### config.mk
export PLATFORM = sky130hd
export DESIGN_NAME = tile_access_ctrl
export DESIGN_NICKNAME = d
export VERILOG_FILES = /design/src/rtl/tile_pkg.sv /design/src/rtl/tile_hit_fifo.sv /design/src/rtl/tile_access_ctrl.sv
export SDC_FILE = /design/constraint.sdc
export NUM_CORES = 1
export LEC_CHECK = 0
export CAP_MARGIN = 20
export CORE_UTILIZATION = 50
export DETAILED_ROUTE_END_ITERATION = 6
export PLACE_DENSITY = 0.78
export SKIP_LAST_GASP = 1
export SLEW_MARGIN = 20
export SYNTH_ARGS = -nofsm -noshare
export SYNTH_HDL_FRONTEND = slang
export SYNTH_HIERARCHICAL = 1
export SYNTH_SLANG_ARGS = --single-unit
export TNS_END_PERCENT = 50
### constraint.sdc
create_clock -name clk -period 6.7 [get_ports clk]
set_clock_uncertainty 0.2 [all_clocks]
set_input_delay 1.34 -clock clk [delete_from_list [all_inputs] [get_ports clk]]
set_output_delay 1.34 -clock clk [all_outputs]
set_load 0.03 [all_outputs]
### src/rtl/tile_pkg.sv
// Shared tile-map definitions: tile codes, map/screen geometry, and the
// access-controller state encoding used by the tile map, renderer and controller.
package tile_pkg;

  typedef enum logic [1:0] {
    TILE_EMPTY = 2'b00,
    TILE_FLOOR = 2'b01,
    TILE_GIFT  = 2'b10,
    TILE_EXIT  = 2'b11
  } tile_t;

  typedef enum logic [1:0] {
    ST_IDLE   = 2'b00,
    ST_LOOKUP = 2'b01,
    ST_COMMIT = 2'b10
  } ctrl_state_t;

  typedef struct packed {
    logic [2:0] x;
    logic [2:0] y;
  } hit_t;

  localparam int MAP_COLS        = 8;
  localparam int MAP_ROWS        = 6;
  localparam int TILE_WIDTH      = 80;
  localparam int TILE_HEIGHT     = 80;
  localparam int SCREEN_H_ACTIVE = 640;
  localparam int SCREEN_V_ACTIVE = 480;
  localparam int HIT_FIFO_DEPTH  = 4;

  // Pixel -> tile index by comparing against constant multiples of the tile size.
  function automatic logic [2:0] tile_index(input logic [10:0] pos, input int size, input int count);
    logic [2:0] idx;
    idx = 3'd0;
    for (int i = 1; i < 8; i++) begin
      if ((i < count) && ({21'd0, pos} >= 32'(i * size))) begin
        idx = 3'(i);
      end
    end
    return idx;
  endfunction

endpackage

### src/rtl/tile_hit_fifo.sv
// Small synchronous FIFO holding pending {x,y} gift hits; flush empties it in one cycle.
module tile_hit_fifo
  import tile_pkg::*;
#(
  parameter int DEPTH = HIT_FIFO_DEPTH
) (
  input  logic clk,
  input  logic resetN,
  input  logic push,
  input  logic pop,
  input  logic flush,
  input  hit_t wdata,
  output hit_t head,
  output logic empty,
  output logic full
);

  localparam int PTR_W = $clog2(DEPTH);
  localparam int CNT_W = PTR_W + 1;

  hit_t             r_mem [DEPTH];
  logic [PTR_W-1:0] r_wr_ptr;
  logic [PTR_W-1:0] r_rd_ptr;
  logic [CNT_W-1:0] r_count;
  logic             w_do_push;
  logic             w_do_pop;

  // A pop frees a slot in the same cycle, so a full FIFO still accepts push+pop.
  assign w_do_pop  = pop && (r_count != '0);
  assign w_do_push = push && ((r_count != CNT_W'(DEPTH)) || w_do_pop);

  // Storage, wrapping pointers and occupancy
  always_ff @(posedge clk or negedge resetN) begin
    if (!resetN) begin
      r_wr_ptr <= '0;
      r_rd_ptr <= '0;
      r_count  <= '0;
      for (int i = 0; i < DEPTH; i++) begin
        r_mem[i] <= '0;
      end
    end else if (flush) begin
      r_wr_ptr <= '0;
      r_rd_ptr <= '0;
      r_count  <= '0;
    end else begin
      if (w_do_push) begin
        r_mem[r_wr_ptr] <= wdata;
        r_wr_ptr        <= r_wr_ptr + PTR_W'(1);
      end
      if (w_do_pop) begin
        r_rd_ptr <= r_rd_ptr + PTR_W'(1);
      end
      case ({w_do_push, w_do_pop})
        2'b10:   r_count <= r_count + CNT_W'(1);
        2'b01:   r_count <= r_count - CNT_W'(1);
        default: r_count <= r_count;
      endcase
    end
  end

  assign head  = r_mem[r_rd_ptr];
  assign empty = (r_count == '0);
  assign full  = (r_count == CNT_W'(DEPTH));

endmodule

### src/rtl/tile_access_ctrl.sv
// Owns the tile map address port: the renderer reads during active video, queued
// gift hits are serviced as read-modify-write (10 -> 00) during blanking.
module tile_access_ctrl #(
  parameter int FIFO_DEPTH = tile_pkg::HIT_FIFO_DEPTH,
  parameter int TILE_W     = tile_pkg::TILE_WIDTH,
  parameter int TILE_H     = tile_pkg::TILE_HEIGHT,
  parameter int H_ACTIVE   = tile_pkg::SCREEN_H_ACTIVE,
  parameter int V_ACTIVE   = tile_pkg::SCREEN_V_ACTIVE
) (
  input  logic        clk,
  input  logic        resetN,
  input  logic [10:0] pixelX,
  input  logic [10:0] pixelY,
  input  logic        hitReq,
  input  logic [2:0]  hitX,
  input  logic [2:0]  hitY,
  input  logic        EndGame,
  input  logic [1:0]  Tile_Type,
  output logic [2:0]  Xnum,
  output logic [2:0]  Ynum,
  output logic        writeEn,
  output logic [1:0]  information,
  output logic [1:0]  renderTile,
  output logic        renderValid,
  output logic        giftCollected,
  output logic        hitDropped,
  output logic        fifoFull
);

  import tile_pkg::*;

  ctrl_state_t r_state;
  tile_t       r_type;
  logic [1:0]  r_render_tile;
  logic        r_render_valid;
  logic        r_hit_dropped;

  hit_t w_head;
  hit_t w_wdata;
  logic w_active;
  logic w_blank;
  logic w_empty;
  logic w_full;
  logic w_hit_ok;
  logic w_push;
  logic w_pop;
  logic w_gift_write;

  assign w_active = (pixelX < 11'(H_ACTIVE)) && (pixelY < 11'(V_ACTIVE));
  assign w_blank  = !w_active;

  // EndGame masks new hits entirely: no push and no drop report.
  assign w_hit_ok     = hitReq && !EndGame && (hitY <= 3'(MAP_ROWS - 1));
  assign w_pop        = (r_state == ST_COMMIT) && w_blank && !EndGame;
  assign w_push       = w_hit_ok && (!w_full || w_pop);
  assign w_gift_write = w_pop && (r_type == TILE_GIFT);
  assign w_wdata      = '{x: hitX, y: hitY};

  tile_hit_fifo #(
    .DEPTH(FIFO_DEPTH)
  ) u_hit_fifo (
    .clk   (clk),
    .resetN(resetN),
    .push  (w_push),
    .pop   (w_pop),
    .flush (EndGame),
    .wdata (w_wdata),
    .head  (w_head),
    .empty (w_empty),
    .full  (w_full)
  );

  // Hit-service sequencer; any return to active video abandons the attempt, head kept
  always_ff @(posedge clk or negedge resetN) begin
    if (!resetN) begin
      r_state <= ST_IDLE;
      r_type  <= TILE_EMPTY;
    end else if (EndGame) begin
      r_state <= ST_IDLE;
    end else begin
      case (r_state)
        ST_IDLE: begin
          if (!w_empty && w_blank) begin
            r_state <= ST_LOOKUP;
          end
        end
        ST_LOOKUP: begin
          if (w_active) begin
            r_state <= ST_IDLE;
          end else begin
            r_type  <= tile_t'(Tile_Type);
            r_state <= ST_COMMIT;
          end
        end
        ST_COMMIT: r_state <= ST_IDLE;
        default:   r_state <= ST_IDLE;
      endcase
    end
  end

  // Map port mux: renderer wins whenever the pixel is active
  always_comb begin
    Xnum          = 3'd0;
    Ynum          = 3'd0;
    writeEn       = 1'b0;
    giftCollected = 1'b0;
    if (!resetN) begin
      Xnum = 3'd0;
      Ynum = 3'd0;
    end else if (w_active) begin
      Xnum = tile_index(pixelX, TILE_W, MAP_COLS);
      Ynum = tile_index(pixelY, TILE_H, MAP_ROWS);
    end else if ((r_state == ST_LOOKUP) || (r_state == ST_COMMIT)) begin
      Xnum          = w_head.x;
      Ynum          = w_head.y;
      writeEn       = w_gift_write;
      giftCollected = w_gift_write;
    end else begin
      Xnum = 3'd0;
      Ynum = 3'd0;
    end
  end

  // Render pipeline and drop pulse
  always_ff @(posedge clk or negedge resetN) begin
    if (!resetN) begin
      r_render_tile  <= 2'b00;
      r_render_valid <= 1'b0;
      r_hit_dropped  <= 1'b0;
    end else begin
      r_render_tile  <= w_active ? Tile_Type : 2'b00;
      r_render_valid <= w_active;
      r_hit_dropped  <= hitReq && !EndGame && !w_push;
    end
  end

  assign information = 2'b00;
  assign renderTile  = r_render_tile;
  assign renderValid = r_render_valid;
  assign hitDropped  = r_hit_dropped;
  assign fifoFull    = w_full;

endmodule
Word level (Yosys, flattened, before mapping)
Index checks and enable logic that the tools add are counted.
W data, S select, Z words.
{"block": "word_totals", "ff_bits": 39, "input_bits": 34, "out_inout_bits": 15, "wordCells": 116}
{"block": "classes", "add_sub_neg": 4, "n_lt_le_gt_ge": 18, "n_eq_ne": 8, "mux": 38, "n_bitwise": 4, "reduce_logical": 28}
{"operator": "$ge A11 B9 Y1 const B", "count": 5}
{"operator": "$mux W3", "count": 17}
{"operator": "$ge A11 B8 Y1 const B", "count": 4}
{"operator": "$bwmux W24", "count": 1}
{"operator": "$ge A11 B7 Y1 const B", "count": 2}
{"operator": "$mux W6", "count": 3}
{"operator": "$mux W2", "count": 8}
{"operator": "$bmux W6 S2", "count": 1}
{"operator": "$demux W6 S2", "count": 1}
{"operator": "$logic_and A1 B1 Y1", "count": 12}
{"operator": "$ge A11 B10 Y1 const B", "count": 1}
{"operator": "$lt A11 B10 Y1 const B", "count": 1}
{"operator": "$lt A11 B9 Y1 const B", "count": 1}
{"operator": "$eq A2 B2 Y1 const B", "count": 3}
{"operator": "$ge A3 B3 Y1 const B", "count": 2}
{"operator": "$ne A3 B3 Y1 const B", "count": 2}
{"operator": "$not A2 Y3", "count": 2}
{"operator": "$pmux W3 S2", "count": 1}
{"operator": "$reduce_bool A3 Y1", "count": 2}
{"operator": "$logic_not A1 Y1", "count": 5}
{"operator": "$mux W1", "count": 5}
{"operator": "$add A2 B1 Y2 const B", "count": 2}
{"operator": "$eq A2 B1 Y1 const B", "count": 2}
{"operator": "$pmux W2 S2", "count": 1}
{"operator": "12 further kinds", "count": 16}

Depth between registers and ports, before layout
Gate-level depths: netlist of run 1.
{"block": "depth", "depth_word": 11, "mapped_depth": 12, "mapped_depth_nobuf": 10}

By module
Netlist of run 1, hierarchy kept.
{"module": "tile_hit_fifo", "instances": 1, "cells_each": 120, "area_per_inst_um2": 1600.3, "seq_area_each_um2": 775.7}
{"module": "tile_access_ctrl", "instances": 1, "cells_each": 92, "area_per_inst_um2": 783.3, "seq_area_each_um2": 200.2}

Worst setup path before layout of run 1
OpenSTA, ideal clock, no wires.
{"block": "synth_path", "path_type": "input to output", "from": "in pixelY[6]", "to": "out writeEn", "arrival_ns": 3.366, "required_time_ns": 5.160, "setup_slack_ns": 1.794, "cell_stages": 7, "n_path_buf": 2, "cell_sequence": "buf_4 nand4_2 nand4b_4 inv_4 nor3_2 nor4b_1 buf_4"}
{"block": "synth_via", "elab_chain_cells": 9}
{"element": "start, declared", "line_no": "tile_access_ctrl.sv:13", "rtl": "input logic [10:0] pixelY,"}
{"element": "$lt A11 B9 Y1", "line_no": "tile_access_ctrl.sv:49", "rtl": "assign w_active = (pixelX < 11'(H_ACTIVE)) && (pixelY < 11'(V_ACTIVE));"}
{"element": "$logic_and A1 B1 Y1", "line_no": "tile_access_ctrl.sv:49"}
{"element": "$logic_not A1 Y1", "line_no": "tile_access_ctrl.sv:50", "rtl": "assign w_blank = !w_active;"}
{"element": "$logic_and A1 B1 Y1 (2 in series)", "line_no": "tile_access_ctrl.sv:54", "rtl": "assign w_pop = (r_state == ST_COMMIT) && w_blank && !EndGame;"}
{"element": "net w_pop", "line_no": "tile_access_ctrl.sv:46", "rtl": "logic w_pop;"}
{"element": "$logic_and A1 B1 Y1", "line_no": "tile_access_ctrl.sv:56", "rtl": "assign w_gift_write = w_pop && (r_type == TILE_GIFT);"}
{"element": "$mux W1 (3 in series)"}
{"element": "end, declared", "line_no": "tile_access_ctrl.sv:21", "rtl": "output logic writeEn,"}
The timed path passes the listed nets, and every way through them passes these cells.

Final worst setup path of run 1
{"block": "layout_path", "from": "in pixelY[6]", "to": "out giftCollected"}
{"block": "layout_via", "elab_chain_cells": 9}
{"element": "$lt A11 B9 Y1", "line_no": "tile_access_ctrl.sv:49"}
{"element": "$logic_and A1 B1 Y1", "line_no": "tile_access_ctrl.sv:49"}
{"element": "$logic_not A1 Y1", "line_no": "tile_access_ctrl.sv:50"}
{"element": "$logic_and A1 B1 Y1 (2 in series)", "line_no": "tile_access_ctrl.sv:54"}
{"element": "net w_pop", "line_no": "tile_access_ctrl.sv:46"}
{"element": "$logic_and A1 B1 Y1", "line_no": "tile_access_ctrl.sv:56"}
{"element": "$mux W1", "line_no": "tile_access_ctrl.sv:113", "rtl": "end else if ((r_state == ST_LOOKUP) || (r_state == ST_COMMIT)) begin"}
{"element": "$mux W1", "line_no": "tile_access_ctrl.sv:110", "rtl": "end else if (w_active) begin"}
{"element": "$mux W1", "line_no": "tile_access_ctrl.sv:107", "rtl": "if (!resetN) begin"}
{"element": "end, declared", "line_no": "tile_access_ctrl.sv:25", "rtl": "output logic giftCollected,"}
The timed path passes the listed nets, and every way through them passes these cells.

==> reports/qor.csv, run 1 <==
stage,metric,value,unit
sta,fin_crit_sh,80.93,%
global_route,met2_usage,32.69,%
floorplanning,die_h,71.05,um
cells_and_area,nets,291,
floorplanning,rows,24,
cells_and_area,final_common_cell,dfrtp_1,
power,combPwrFrac,18.0,%
sta,post-route-min-period,5422,ps
synth,ys.flop_type,dfrtp_1,
synth,ys_types,53,
route,ant_nets,0,
floorplanning,die_w,71.05,um
floorplanning,dieArea,0.005047,mm^2
route,via_per_inst,5.738,
setup_path,r2r_start,u_hit_fifo/r_count[0],
setup_path,end_kind,output port,
global_route,use_met1,27.60,%
power,pwr-share-clk,29.1,%
clock_tree,post_cts_resized,0,
sta,worst_slack,1278,ps
setup_path,rrSetupSlack,3570,ps
synth,ys_seq_area_share,40.94,%
synth,synth_seq_cells,39,
clock_tree,cts.sinks,39,
sta,rsz0062_at_grt,false,
sta,setup_viol,0,
sta,finalHoldWorstSlack,286.4,ps
synth,avgSynthCellArea,11.24,um^2
global_route,grt_max_degree,41,
power,p_sw,136.6,uW
cells_and_area,drive_above_1_share,12.00,%
clock_tree,cts.clk_slew.worst_paths,70,ps
route,drc_errors,6,
outcome,violations,DRC,
placed_design,place_congestion,0.8482,
outcome,outcome,"complete, but fails checks",
global_route,use_met3,3.989,%
worst_hold_path,hold_path_class,register to register,
cells_and_area,syn2layout_area_growth,20.16,%
run,cap_violations,0,
sta,fmax,0.1844,GHz
synth,synth_edf_count,0,
power,seqPwrFrac,52.9,%
sta,hold_viol_final,0,
global_route,grt_usage,20.33,%
cells_and_area,fin_cells,302,
cells_and_area,diodes,0,
global_route,antenna_found_initial,0,
power,internal_power,386.2,uW
route,wl_per_cell,15.51,um
floorplanning,start_util,53.27,%
synth,synth_warnings,6,
floorplanning,core-area,0.004474,mm^2
synth,netlist_area,0.002384,mm^2
cells_and_area,layout_common_cells,"dfrtp_1 (39), clkdlybuf4s50_1 (37), mux2_1 (27), a21oi_1 (12), nor2_1 (10)",
placed_design,port-buffer-count,38,
synth,netlist_instances,212,
floorplanning,ios,49,
route,first_pass_iters,7,
clock_tree,cts.path.max_buffers,2,
power,vdd_drop_max,0.0001388,V
placed_design,dp_cells,294,
route,route.vias.total,1733,
worst_hold_path,holdCritStartpoint,u_hit_fifo/r_mem[17],
clock_tree,post_cts_buffers,0,
power,p_leak,1.227,nW
placed_design,place_ws,1298,ps
setup_path,crit_arrival,3880,ps
setup_path,critPathMaxFanout,14,
route,wl,4685,um
clock_tree,cts_tree,built,
sta,slew_violations,0,
clock_tree,hold_buffers,0,
global_route,grt.busiest_layer,met2,
power,netSwitchingFraction,26.13,%
power,p_per_area,182.6,mW/mm^2
global_route,overflow,0,
clock_tree,cts_buffers,5,
clock_tree,cts_htree_levels,2,
setup_path,criticalPathCategory,primary input to output port,
placed_design,hpwl,3292,um
route,drtIter0Drc,59,
setup_path,cp.required,5160,ps
setup_path,startpoint_type,primary input,
clock_tree,root_buffer,clkbuf_8,
global_route,grt_pass1_vias,1681,
setup_path,worstSetupStartpoint,pixelY[6],
clock_tree,worstSkewPairLatency,290,ps
synth,async_reset_ff_share,100.0,%
sta,setup-tns-final,0,ps
global_route,grt_pass1_wl,7955,um
[synthesized netlist by cell type, types with 2 or more instances]
cell type / instances / area (um^2)
and2_1: 3 / 18.77
inv_1: 9 / 33.78
and3b_1: 3 / 26.28
a21oi_1: 12 / 60.06
o2111ai_1: 2 / 17.52
mux4_2: 6 / 135.1
dfrtp_1: 39 / 975.9
nor4bb_1: 4 / 40.04
nor2_1: 10 / 37.54
ha_1: 7 / 87.58
mux2_1: 27 / 304.0
buf_2: 9 / 45.04
nand2_1: 9 / 33.78
buf_4: 4 / 30.03
nand2b_1: 3 / 18.77
nor3_1: 3 / 15.01
nor4b_1: 2 / 17.52
xor2_1: 3 / 26.28
a31oi_1: 3 / 18.77
a311oi_1: 3 / 26.28
nor2b_1: 3 / 18.77
o211ai_1: 2 / 15.01
or3b_1: 2 / 17.52
o21ai_0: 9 / 45.04
o21a_1: 2 / 15.01
nand3_1: 5 / 25.02
o31ai_1: 2 / 15.01
[per-layer routing]
| layer | routed length, um | vias to the layer above | part of all wire (%) |
|---|---|---|---|
| li1 | - | 840 | - |
| met1 | 2134 | 843 | 46 |
| met2 | 2269 | 42 | 48 |
| met3 | 213 | 8 | 4.5 |
| met4 | 68 | 0 | 1.5 |
| met5 | 0 | - | 0 |
[path summary, 6_finish.rpt]
path | endpoint | cells after the start
worst min-delay path | u_hit_fifo/r_mem[17] | 1
worst min register to register | u_hit_fifo/r_mem[17] | 1
max in group asynchronous | u_hit_fifo/r_mem[18] | 2
worst max register to register | u_hit_fifo/r_count[2] | 9
min in group asynchronous | renderTile[1] | 2
worst max-delay path | giftCollected | 8
[area by class of cell]
type | count | area, um^2
Clock buffer | 7 | 76.32
Clock inverter | 1 | 5.005
Fill cell | 357 | 1610
Inverter | 10 | 40.04
Multi-Input combinational cell | 148 | 1274
Sequential cell | 39 | 975.9
Tap cell | 52 | 65.06
Timing Repair Buffer | 45 | 427.9
[power by group through the flow]
stage          Combinational [mW]  Clock [mW]  Sequential, mW
2_1_floorplan              0.0567           0           0.277
3_3_place_gp               0.0915           0           0.279
3_5_place_dp               0.0944           0           0.281
4_1_cts                    0.0949       0.156           0.276
5_1_grt                     0.103       0.163           0.280
6_report                   0.0942       0.152           0.276
[critical path: stages]
cell,delay [ps]
clkdlybuf4s50_1,640
nand4_2,200
nand4b_4,180
inv_4,90
nor3_2,110
buf_4,210
nor4b_1,350
clkdlybuf4s50_1,750
[metrics by stage]
step	area, um^2	power, mW	util [%]
after floorplan	2387	0.3334	-
after global placement	2783	0.3702	62.19
after detailed placement	2783	0.3750	62.19
after CTS	2864	0.5270	64.01
after global routing	2864	0.5461	64.01
final	2864	0.5228	64.01
[state kept, by name, indices dropped and copies added (netlist names)]
signal,flops
hitDropped,1
r_state,2
r_type,2
renderTile,2
renderValid,1
u_hit_fifo/r_count,3
u_hit_fifo/r_mem,24
u_hit_fifo/r_rd_ptr,2
u_hit_fifo/r_wr_ptr,2
[cell families (layout without fill, tap and decap cells)]
group / count (synthesis) / in the layout / share of synthesized area, %
other cells: 1 / 2 / 0.1573
xor+xnor: 4 / 4 / 1.470
flops: 39 / 39 / 40.95
fa+ha+maj: 9 / 9 / 4.934
compound gates: 40 / 40 / 10.55
buf+inv: 26 / 63 / 5.774
simple gates: 59 / 59 / 17.32
mux: 34 / 34 / 18.85
Power figures use the tool's default switching activity.
==> inputs of run 2 (changes only) <==
Clock period 6.7 ns to 5.27 ns, I/O delays scaled along.
==> run 2 against run 1 <==
  * The flow still finishes with violations (DRC)
  * Clock power is 45% higher
  * First-iteration DRC count fell by 3.4%
  * Via count rose by 1.4%
  * Critical path depth is 1 lower
==> reports/qor.csv, run 2 (same netlist as run 1, synthesis figures left out) <==
stage,metric,value,unit,change
clock_tree,post_cts_buffers,0,,unchanged
power,total_power,691.9,uW,was 522.8 uW
setup_path,r2r_end,u_hit_fifo/r_count[2],,unchanged
clock_tree,cts_htree_levels,2,,unchanged
sta,finalHoldWorstSlack,286.1,ps,was 286.4 ps
setup_path,max_stage_delay,740,ps,was 750 ps
setup_path,crit_path_cell_trace,clkdlybuf4s50_1 > nand4_2 > nand4b_4 > inv_4 > nor3_2 > nor4b_1 > clkdlybuf4s50_1,,was clkdlybuf4s50_1 > nand4_2 > nand4b_4 > inv_4 > nor3_2 > buf_4 > nor4b_1 > clkdlybuf4s50_1
sta,setup_viol,0,,unchanged
setup_path,worstRegToRegCells,9,,unchanged
route,first_pass_iters,7,,unchanged
setup_path,r2r_start,u_hit_fifo/r_count[0],,unchanged
power,p_sw,174.7,uW,was 136.6 uW
floorplanning,start_util,53.27,%,unchanged
cells_and_area,fin_cells,302,,unchanged
global_route,grt_usage,20.95,%,was 20.33%
worst_hold_path,holdCritStartpoint,u_hit_fifo/r_mem[10],,was u_hit_fifo/r_mem[17]
global_route,overflow,0,,unchanged
setup_path,criticalPathCategory,primary input to output port,,unchanged
sta,hold_viol_final,0,,unchanged
sta,slew_violations,0,,unchanged
cells_and_area,diodes,0,,unchanged
floorplanning,die_h,71.05,um,unchanged
setup_path,rrSetupSlack,2160,ps,was 3570 ps
placed_design,port-buffer-count,38,,unchanged
placed_design,place_ws,621.6,ps,was 1298 ps
outcome,violations,DRC,,unchanged
clock_tree,root_buffer,clkbuf_8,,unchanged
clock_tree,cts.clk_slew.worst_paths,70,ps,about the same
cells_and_area,layout_common_cells,"dfrtp_1 (39), clkdlybuf4s50_1 (37), mux2_1 (27), a21oi_1 (12), nor2_1 (10)",,unchanged
run,cap_violations,0,,unchanged
setup_path,crit_slowest_cell,clkdlybuf4s50_1,,unchanged
clock_tree,worstSkewPairLatency,290,ps,about the same
power,vdd_drop_max,0.0001662,V,was 0.0001388 V
sta,worst_slack,625.7,ps,was 1278 ps
route,route.vias.total,1758,,was 1733
setup_path,critPathMaxFanout,14,,unchanged
setup_path,startpoint_type,primary input,,unchanged
sta,rsz0062_at_grt,false,,unchanged
placed_design,place_congestion,0.8337,,was 0.8482
cells_and_area,final_cell_area,0.002887,mm^2,was 0.002864 mm^2
setup_path,cp_common_cell,clkdlybuf4s50_1,,unchanged
power,p_per_area,239.7,mW/mm^2,was 182.6 mW/mm^2
power,netSwitchingFraction,25.25,%,was 26.13%
worst_hold_path,min_to,u_hit_fifo/r_mem[10],,was u_hit_fifo/r_mem[17]
global_route,antenna_found_initial,0,,unchanged
clock_tree,post_cts_resized,0,,unchanged
floorplanning,dieArea,0.005047,mm^2,unchanged
cells_and_area,final_common_cell,dfrtp_1,,unchanged
cells_and_area,regMostFlops,u_hit_fifo/r_mem,,unchanged
route,wl,4718,um,was 4685 um
route,ant_nets,0,,unchanged
cells_and_area,drive_above_1_share,12.80,%,was 12.00%
power,seqPwrFrac,50.7,%,was 52.9%
clock_tree,cts_buffers,5,,unchanged
route,wl_per_cell,15.62,um,was 15.51 um
placed_design,dp_cells,294,,unchanged
floorplanning,die_w,71.05,um,unchanged
floorplanning,ios,49,,unchanged
clock_tree,cts.path.max_buffers,2,,unchanged
power,internal_power,517.2,uW,was 386.2 uW
sta,fin_crit_sh,88.13,%,
sta,fmax,0.2153,GHz,
power,p_leak,1.236,nW,was 1.227 nW
cells_and_area,largest_register_ffs,24,,unchanged
clock_tree,cts.sinks,39,,unchanged
setup_path,crit_arrival,3390,ps,was 3880 ps
cells_and_area,nets,291,,unchanged
placed_design,hpwl,3415,um,was 3292 um
power,combPwrFrac,17.4,%,was 18.0%
power,pwr-share-clk,31.9,%,was 29.1%
setup_path,worstSetupStartpoint,pixelY[6],,unchanged
clock_tree,cts_tree,built,,unchanged
global_route,grt_pass1_vias,1804,,was 1681
global_route,grt_pass1_wl,8238,um,was 7955 um
setup_path,cp.required,4020,ps,was 5160 ps
cells_and_area,fill_cells,352,,was 357
placed_design,placed_area,0.002783,mm^2,unchanged
floorplanning,rows,24,,unchanged
setup_path,end_kind,output port,,unchanged
sta,post-route-min-period,4644,ps,
route,via_per_inst,5.821,,was 5.738
floorplanning,core-area,0.004474,mm^2,unchanged
global_route,grt_max_degree,40,,was 41
cells_and_area,syn2layout_area_growth,21.10,%,was 20.16%
worst_hold_path,hold_path_class,register to register,,unchanged
route,drtIter0Drc,57,,was 59
worst_hold_path,min_path_cells,1,,unchanged
cells_and_area,top_regs,"u_hit_fifo/r_mem x24, u_hit_fifo/r_count x3",,unchanged
cells_and_area,postLayoutCoreUtil,64.51,%,was 64.01%
sta,setup-tns-final,0,ps,unchanged
outcome,outcome,"complete, but fails checks",,unchanged
route,drc_errors,6,,unchanged
clock_tree,hold_buffers,0,,unchanged
[run 2: changes by cell type in the layout (fill, tap and decap cells not counted)]
cell	delta
clkbuf_8	+2
clkbuf_1	-2
clkinvlp_4	+1
clkinv_2	-1
[run 2: power by group through the flow]
stage | clock [mW] | combinational, mW | sequential, mW
3_3_place_gp | 0 | 0.116 | 0.354
2_1_floorplan | 0 | 0.0721 | 0.352
5_1_grt | 0.241 | 0.133 | 0.355
4_1_cts | 0.227 | 0.122 | 0.351
6_report | 0.221 | 0.120 | 0.351
3_5_place_dp | 0 | 0.121 | 0.357
[run 2: how the worst max path moves through the flow]
stage / to / cells after the start / slack [ps]
2_1_floorplan: writeEn / 7 / 940
3_3_place_gp: giftCollected / 7 / 640
3_5_place_dp: giftCollected / 7 / 620
4_1_cts: giftCollected / 7 / 600
5_1_grt: giftCollected / 7 / 450
6_report: giftCollected / 7 / 630
[run 2: critical path: cells and delay by family]
family	cells	cell delay, ps
and+or+nand+nor	4	870
buffers and inverters	3	1460
[run 2: area by class of cell]
class	instances	area, um^2	area share (%)
multi-input combinational	148	1274	44.13
sequential	39	975.9	33.81
timing repair buffer	45	427.9	14.82
clock buffer	7	96.34	3.338
tap	52	65.06	2.254
inverter	10	40.04	1.387
clock inverter	1	7.507	0.2601
[run 2: metal layers]
metal | track usage (%) | up-vias | routed length (um)
li1 | - | 842 | -
met4 | 5.333 | 0 | 44
met5 | 0 | - | 0
met3 | 4.131 | 4 | 210
met2 | 36.00 | 47 | 2371
met1 | 27.31 | 865 | 2091
